==> src/rtl/bit_deser_pkg.sv <==
// Shared types and default constants for the bit deserializer.
package bit_deser_pkg;

    // Word-alignment FSM: hunting for the sync word, or aligned to it.
    typedef enum logic {
        HUNT   = 1'b0,
        LOCKED = 1'b1
    } deser_state_t;

    localparam int         DESER_WIDTH   = 8;
    localparam logic [7:0] DESER_SYNC    = 8'hA5;
    localparam int         DESER_MAX_GAP = 4;
    localparam int         ERR_CNT_W     = 8;

    // Increment that sticks at all-ones instead of wrapping.
    function automatic logic [ERR_CNT_W-1:0] sat_inc(input logic [ERR_CNT_W-1:0] v);
        return (&v) ? v : v + 1'b1;
    endfunction

endpackage

==> src/rtl/bit_deser_shifter.sv <==
// Serial shift register plus fill counter. Exposes the word as it will be
// after the current bit is shifted in, and whether that word is complete.
module bit_deser_shifter
    import bit_deser_pkg::*;
#(
    parameter int WIDTH = DESER_WIDTH
) (
    input  logic             clk,
    input  logic             rst,        // asynchronous, active-low
    input  logic             din,
    input  logic             din_valid,
    output logic [WIDTH-1:0] word,       // {shreg[WIDTH-2:0], din}
    output logic             full        // WIDTH bits received, counting din
);

    localparam int FILL_W = $clog2(WIDTH + 1);

    // Only the youngest WIDTH-1 bits are stored: the oldest bit of a WIDTH-bit
    // register would be shifted out before it is ever part of a post-shift word.
    logic [WIDTH-2:0]  shreg_q, shreg_d;
    logic [FILL_W-1:0] fill_q,  fill_d;

    // Next-state: shift and count on qualified bits only, fill saturates at WIDTH.
    always_comb begin
        shreg_d = shreg_q;
        fill_d  = fill_q;
        if (din_valid) begin
            shreg_d = word[WIDTH-2:0];
            if (fill_q != FILL_W'(WIDTH)) begin
                fill_d = fill_q + 1'b1;
            end
        end
    end

    // Shift register and fill counter flops.
    always_ff @(posedge clk or negedge rst) begin
        if (!rst) begin
            shreg_q <= '0;
            fill_q  <= '0;
        end else begin
            shreg_q <= shreg_d;
            fill_q  <= fill_d;
        end
    end

    assign word = {shreg_q, din};
    assign full = (fill_q >= FILL_W'(WIDTH - 1));

endmodule

==> src/rtl/bit_deserializer.sv <==
// Serial-to-parallel receive stage: hunts for a sync word, locks alignment,
// emits aligned data words with a one-cycle strobe, and drops lock when too
// many data words pass without a fresh sync word.
module bit_deserializer
    import bit_deser_pkg::*;
#(
    parameter int               WIDTH     = DESER_WIDTH,
    parameter logic [WIDTH-1:0] SYNC_WORD = WIDTH'(DESER_SYNC),
    parameter int               MAX_GAP   = DESER_MAX_GAP
) (
    input  logic                 clk,
    input  logic                 rst,         // asynchronous, active-low
    input  logic                 din,
    input  logic                 din_valid,
    output logic [WIDTH-1:0]     dout,
    output logic                 dout_valid,
    output logic                 locked,
    output logic                 sync_err,
    output logic [ERR_CNT_W-1:0] err_cnt,
    output logic                 dbg_state    // 0 = HUNT, 1 = LOCKED
);

    localparam int BC_W  = (WIDTH > 1) ? $clog2(WIDTH) : 1;
    localparam int GAP_W = $clog2(MAX_GAP + 1);

    logic [WIDTH-1:0] word;
    logic             full;

    bit_deser_shifter #(.WIDTH(WIDTH)) u_shifter (
        .clk       (clk),
        .rst       (rst),
        .din       (din),
        .din_valid (din_valid),
        .word      (word),
        .full      (full)
    );

    deser_state_t         state_q,      state_d;
    logic [BC_W-1:0]      bit_cnt_q,    bit_cnt_d;
    logic [GAP_W-1:0]     gap_cnt_q,    gap_cnt_d;
    logic [WIDTH-1:0]     dout_q,       dout_d;
    logic                 dout_valid_q, dout_valid_d;
    logic                 sync_err_q,   sync_err_d;
    logic [ERR_CNT_W-1:0] err_cnt_q,    err_cnt_d;

    // FSM and word classification; everything holds when din_valid is low,
    // and the two pulse outputs default to zero every cycle.
    always_comb begin
        state_d      = state_q;
        bit_cnt_d    = bit_cnt_q;
        gap_cnt_d    = gap_cnt_q;
        dout_d       = dout_q;
        dout_valid_d = 1'b0;
        sync_err_d   = 1'b0;
        err_cnt_d    = err_cnt_q;
        if (din_valid) begin
            case (state_q)
                HUNT: begin
                    // Bit-by-bit search; the matched sync word itself is not output.
                    if (full && (word == SYNC_WORD)) begin
                        state_d   = LOCKED;
                        bit_cnt_d = '0;
                        gap_cnt_d = '0;
                    end
                end
                LOCKED: begin
                    if (bit_cnt_q == BC_W'(WIDTH - 1)) begin
                        bit_cnt_d = '0;
                        if (word == SYNC_WORD) begin
                            gap_cnt_d = '0;
                        end else if (gap_cnt_q < GAP_W'(MAX_GAP)) begin
                            dout_d       = word;
                            dout_valid_d = 1'b1;
                            gap_cnt_d    = gap_cnt_q + 1'b1;
                        end else begin
                            // Too long without sync: drop the word and the lock.
                            // Shift register is kept so hunting resumes at once.
                            sync_err_d = 1'b1;
                            err_cnt_d  = sat_inc(err_cnt_q);
                            state_d    = HUNT;
                        end
                    end else begin
                        bit_cnt_d = bit_cnt_q + 1'b1;
                    end
                end
                default: state_d = HUNT;
            endcase
        end
    end

    // State, counter and output registers.
    always_ff @(posedge clk or negedge rst) begin
        if (!rst) begin
            state_q      <= HUNT;
            bit_cnt_q    <= '0;
            gap_cnt_q    <= '0;
            dout_q       <= '0;
            dout_valid_q <= 1'b0;
            sync_err_q   <= 1'b0;
            err_cnt_q    <= '0;
        end else begin
            state_q      <= state_d;
            bit_cnt_q    <= bit_cnt_d;
            gap_cnt_q    <= gap_cnt_d;
            dout_q       <= dout_d;
            dout_valid_q <= dout_valid_d;
            sync_err_q   <= sync_err_d;
            err_cnt_q    <= err_cnt_d;
        end
    end

    assign dout       = dout_q;
    assign dout_valid = dout_valid_q;
    assign locked     = (state_q == LOCKED);
    assign sync_err   = sync_err_q;
    assign err_cnt    = err_cnt_q;
    assign dbg_state  = state_q;

endmodule

==> config.mk <==
export PLATFORM = sky130hd
export DESIGN_NAME = bit_deserializer
export DESIGN_NICKNAME = d
export VERILOG_FILES = /design/src/rtl/bit_deser_pkg.sv /design/src/rtl/bit_deser_shifter.sv /design/src/rtl/bit_deserializer.sv
export SDC_FILE = /design/constraint.sdc
export NUM_CORES = 1
export LEC_CHECK = 0
export ABC_AREA = 0
export CORE_UTILIZATION = 25
export CTS_BUF_LIST = sky130_fd_sc_hd__clkbuf_16
export CTS_CLUSTER_DIAMETER = 100
export DETAILED_ROUTE_END_ITERATION = 6
export RECOVER_POWER = 100
export SYNTH_ARGS = -nofsm -noshare
export SYNTH_HDL_FRONTEND = slang
export SYNTH_SLANG_ARGS = --single-unit
==> constraint.sdc <==
create_clock -name clk -period 4 [get_ports clk]
set_input_delay 0.6 -clock clk [delete_from_list [all_inputs] [get_ports clk]]
set_output_delay 0.6 -clock clk [all_outputs]
set_load 0.02 [all_outputs]
After elaboration in Yosys (flattened, before gate mapping)

Cells that the tools add are included.

Logic and storage cells: 53
Flip-flop bits (word level): 36
Output and inout bits: 20
Input port bits: 4

Magnitude comparators: 2
Multiplexer cells: 21
Bitwise gates (word level): 4
Eq/ne operators: 6
$add $sub $neg: 4
Reductions and logical operators: 7

Operators with widths:

| cell                                                | number |
|---|---|
| 2-to-1 mux 3 bit                                    | 5 |
| 2-to-1 mux 1 bit                                    | 13 |
| case mux 3 bit (2 select lines)                     | 2 |
| adder 8 x 1 -> 8 bit, second input constant         | 1 |
| equality test 8 bit, second input constant          | 1 |
| AND reduction 8 bit                                 | 1 |
| adder 3 x 1 -> 3 bit, second input constant         | 2 |
| AND reduction 6 bit                                 | 1 |
| AND reduction 5 bit                                 | 1 |
| adder 4 x 1 -> 4 bit, second input constant         | 1 |
| >= comparator 4 x 3 -> 1 bit, second input constant | 1 |
| != test 4 bit, second input constant                | 1 |
| inverter 1 bit                                      | 4 |
| AND reduction 2 bit                                 | 2 |
| AND reduction 4 bit                                 | 1 |
| equality test 3 bit, second input constant          | 1 |
| less-than comparator 3 bit, second input constant   | 1 |
| != test 3 x 1 -> 1 bit, second input constant       | 1 |
| != test 2 x 1 -> 1 bit, second input constant       | 1 |
| != test 2 bit, second input constant                | 1 |
| case mux 1 bit (2 select lines)                     | 1 |
| logical AND 1 bit                                   | 1 |

Logic depth before layout (Yosys ltp)

Depth after elaboration: 6
Depth in mapped cells: 7
Gate-level depth less buffers: 7

Cells and area by module

A second synthesis with hierarchy kept.

Cell total of the unflattened synthesis: 125
Area total of the unflattened synthesis: 1629.1 µm²

By module, submodules not included:

| module            | instances | area an instance (µm²) | seq. area each (µm²) | cells an instance |
|---|---|---|---|---|
| bit_deserializer  | 1         | 1152.4                 | 625.6                | 90 |
| bit_deser_shifter | 1         | 476.7                  | 275.3                | 35 |

Least setup slack after synthesis

OpenSTA, ideal clock, no wires.

Path type: in2reg
From: in din_valid
To: reg err_cnt_q[1], in the netlist err_cnt[1]
Stages: 5
Arrival time: 1.665 ns
Data required time: 3.875 ns
Buffers on the path: 1
Setup time: 0.125 ns
Slack: 2.210 ns
Path through: buf_2 > nand4_1 > a21o_4 > nor2_1 > mux2_2

Cells in the longest elaborated chain, start to end: 1

RTL lines:

| what                                 | line                    | RTL |
|---|---|---|
| from (decl)                          | bit_deserializer.sv:14  | `input logic din_valid,` |
| AND reduction 6 bit (no source line) | -                       |  |
| to (signal assigned)                 | bit_deserializer.sv:108 | `err_cnt_q <= err_cnt_d;` |
| to (decl)                            | bit_deserializer.sv:44  | `logic [ERR_CNT_W-1:0] err_cnt_q, err_cnt_d;` |

No other way between the ends.
A chain may end at the register's enable or synchronous reset.

Final worst setup path

From: in din_valid
To: reg dout_q[6], in the netlist dout[6]

Cells in the longest elaborated chain, start to end: 1

RTL lines:

| what                                 | line                    | RTL |
|---|---|---|
| AND reduction 5 bit (no source line) | -                       |  |
| to (signal assigned)                 | bit_deserializer.sv:105 | `dout_q <= dout_d;` |
| to (decl)                            | bit_deserializer.sv:41  | `logic [WIDTH-1:0] dout_q, dout_d;` |

No other way between the ends.

==> flow_summary.rst <==
.. list-table::
   :header-rows: 1

   * - Metric
     - Value
   * - Mux share of post-synthesis cell area
     - 0.121
   * - Global-route total usage across every layer
     - 0.0968
   * - Start point of the worst hold path
     - dout[4]$_DFFE_PN0P_
   * - Xor and xnor area share after synthesis
     - 0.0369
   * - RSZ-0062 raised after global routing
     - false
   * - Minimum clock period after layout
     - 2820 ps
   * - Sequential share of power
     - 0.488
   * - Final count of pins violating max slew
     - 49
   * - Sw Pwr
     - 0.238 mW
   * - Via total after detailed routing
     - 1066
   * - Kind of end point of the critical path
     - flop
   * - Global-route congestion overflow total
     - 0
   * - Resized cells post-CTS
     - 0
   * - Standby leakage power
     - 1.02 nW
   * - Clk root buf
     - sky130_fd_sc_hd__clkbuf_16
   * - Yosys warning count
     - 0
   * - Largest clock skew in the final design
     - 4.76 ps
   * - Aggregate negative setup slack
     - 0 ps
   * - Clock latency on the worst-skew pair
     - 270 ps
   * - Number of failing setup endpoints in the final timing report
     - 0
   * - Peak supply drop
     - 0.212 mV
   * - Startpoint kind of the worst setup timing path
     - input pin
   * - Share of cells above drive strength 1
     - 0.171
   * - Post-synthesis net count
     - 135
   * - Global-route wire length before repair
     - 5.34 mm
   * - Switching part of the total power
     - 0.253
   * - X dimension of the die
     - 83.5 um
   * - Worst relative slew slack
     - -0.255
   * - Total chip power
     - 0.938 mW
   * - # hold bufs at CTS
     - 0
   * - Transition time at the pin with the least slew margin
     - 1880 ps
   * - PortBufs
     - 23
   * - Diode insertion count for antenna repair
     - 0
   * - Number of flip-flops and latches in the synthesized netlist
     - 36
   * - Count of final hold-check violations
     - 0
   * - RR Startpoint
     - bit_cnt_q[0]$_DFFE_PN0P_
   * - Hold Path End
     - dout[4]$_DFFE_PN0P_
   * - Top-level I/O count
     - 24
   * - Share of power burned in combinational logic
     - 0.135
   * - Peak fanout along the critical path
     - 11
   * - Nets
     - 162
   * - Number of global-route vias before repair
     - 1113
   * - Initial DRC count
     - 31
   * - Maximum count of clock buffers along a single path
     - 2
   * - Dominant combinational cell family by area after synthesis
     - multiplexers
   * - Initial antenna violation count
     - 0
   * - Initial standard-cell utilization of the core
     - 0.260
   * - Post-detailed-placement half-perimeter wirelength
     - 2.08 mm
   * - Violated checks
     - capacitance limit, slew limit
   * - Remaining antenna violation count
     - 0
   * - Num CTS Buffers
     - 5
   * - Ratio of routed vias to standard cells
     - 4.66
   * - Mapped cell area
     - 1660 um^2
   * - Class of the most critical hold timing path
     - flop to flop
   * - Internal reg-to-reg setup slack
     - 1380 ps
   * - Final weighted congestion in routability-driven placement
     - 0.707
   * - TritonCTS clock tree
     - built
   * - Pin count of the biggest net entering global routing
     - 37
   * - Adder-cell area share of the yosys netlist
     - 0.0452
   * - Iteration count of the initial detailed-routing pass
     - 4
   * - Setup Crit Path Kind
     - input pin to flop
   * - CP arrival
     - 2970 ps
   * - Die footprint
     - 6970 um^2
   * - Synth Area in Compound Gates
     - 0.113
   * - Status
     - finished, violations left
   * - Clock sink count
     - 36
   * - H-tree levels
     - 2
   * - Final wirelength
     - 2.96 mm
   * - Core area
     - 6390 um^2
   * - Number of buffers added for setup after CTS
     - 0
   * - Average footprint of a synthesized cell
     - 13.3 um^2
   * - Share of synthesized cell area in and, or, nand and nor gates
     - 0.118
   * - Power Density
     - 459 nW/um^2
   * - Height of the die
     - 83.5 um
   * - Number of distinct library cell variants in the gate-level netlist after synthesis
     - 34
   * - Synthesis-to-layout area growth
     - 23.1%
   * - Number of standard-cell rows in the floorplan
     - 29
   * - Clock-pin slew reported for the worst setup and hold paths after clock tree synthesis
     - 50 ps
   * - Gate count after technology mapping
     - 125
   * - Avg WL per Cell
     - 12.9 um
   * - Count of maximum capacitance violations
     - 2
   * - R2r endpoint
     - dout[6]$_DFFE_PN0P_
   * - Share of synthesized area occupied by flip-flops and latches
     - 0.543
   * - R2r worst-path depth
     - 5
   * - Power share of the clock group
     - 0.377
   * - Power Internal
     - 0.700 mW
   * - Final clock period utilization by the worst path
     - 0.705
   * - Worst EP required
     - 4160 ps
   * - Number of DRC violations after detailed routing
     - 0
   * - Achievable frequency
     - 0.355 GHz
   * - Worst hold path cell count
     - 1
-- layer usage --
metal	vias to the layer above	global-route usage	share of wire
met3	5	0.0297	0.033
met5	-	0	0
li1	515	-	-
met4	0	0.0416	0.014
met2	20	0.146	0.46
met1	526	0.129	0.50
-- per-stage QoR --
step                 util  instances  area [um^2]  hold WS, ps  setup WS (ps)
floorplan               -        125         1660          304           2210
global placement    0.308        222         1970          480           1410
detailed placement  0.308        222         1970          488           1390
CTS                 0.329        229         2100          455           1680
global route        0.320        229         2040          512           1020
finish              0.320        229         2040          498           1180
-- how the worst max path moves through the flow --
stage,end,slack (ps),start
floorplan,err_cnt[1]$_DFFE_PN0P_,2210,din_valid
global placement,dout[6]$_DFFE_PN0P_,1410,din
detailed placement,dout[6]$_DFFE_PN0P_,1390,din
CTS,dout[6]$_DFFE_PN0P_,1680,din
global route,dout[6]$_DFFE_PN0P_,1020,din_valid
finish,dout[6]$_DFFE_PN0P_,1180,din_valid
-- power by group through the flow --
stage	sequential (mW)	combinational, mW	clock [mW]
global route	0.467	0.146	0.381
detailed placement	0.464	0.136	0
global placement	0.463	0.130	0
CTS	0.458	0.137	0.369
finish	0.458	0.126	0.354
floorplan	0.452	0.105	0
-- sequential cells by signal, indices dropped and copies added (netlist names) --
| register | count |
|---|---|
| sync_err | 1 |
| dout | 8 |
| dbg_state | 1 |
| u_shifter.fill_q | 4 |
| gap_cnt_q | 3 |
| u_shifter.shreg_q | 7 |
| dout_valid | 1 |
| err_cnt | 8 |
| bit_cnt_q | 3 |
-- cell families (layout without fill, tap and decap cells) --
family	Yosys count	after routing
DFF	36	36
xor gates and xnor gates	7	7
adders and majority gates	6	6
muxes	18	18
and+or+nand+nor	28	28
AOI/OAI and AO/OA	22	22
buffers and inverters	8	35
-- cells in the final DEF (no fill, tap or decap), types with 4 or more instances in the layout --
master                          instances
sky130_fd_sc_hd__nand3_1                4
sky130_fd_sc_hd__inv_1                  5
sky130_fd_sc_hd__nand2_1                8
sky130_fd_sc_hd__clkbuf_16              5
sky130_fd_sc_hd__xor2_1                 5
sky130_fd_sc_hd__ha_1                   6
sky130_fd_sc_hd__mux2_2                17
sky130_fd_sc_hd__dlygate4sd3_1         21
sky130_fd_sc_hd__o21ai_0                4
sky130_fd_sc_hd__dfrtp_1               36
-- synthesized netlist by cell type (all sizes together) --
cell type  instances  area share
a21o               2       0.014
nand2              8       0.018
buf                4       0.014
nor3               2       0.013
nand2b             1      0.0038
nand4              3       0.011
nor4               2       0.015
nor2b              2      0.0075
a2111oi            1      0.0053
a32o               1      0.0060
mux2              17        0.12
inv                4      0.0090
nor4b              1      0.0090
and4bb             2       0.020
a41oi              3       0.027
a211o              1      0.0053
xor2               5       0.026
o21ai              4       0.012
nand3              4       0.012
xnor2              2       0.011
and2               1      0.0038
ha                 6       0.045
dfrtp             36        0.54
nor2               2      0.0045
a31oi              3       0.011
a22o               3       0.016
a21oi              3      0.0090
a211oi             1      0.0075
mux2i              1      0.0060
-- final cells by class --
cell class	count	area (um^2)
fillers	655	4340
well taps	77	96.3
clock inverters	2	8.76
flip-flops and latches	36	901
multi-input cells	81	671
inverters	4	15.0
repair buffers	24	228
clock buffers	5	125
-- critical path, stage by stage --
cell	delay [ps]
sky130_fd_sc_hd__dlygate4sd3_1	640
sky130_fd_sc_hd__nand3_1	100
sky130_fd_sc_hd__a211oi_1	1190
sky130_fd_sc_hd__mux2_2	440
Note: power is estimated with default switching activity, not from simulation.
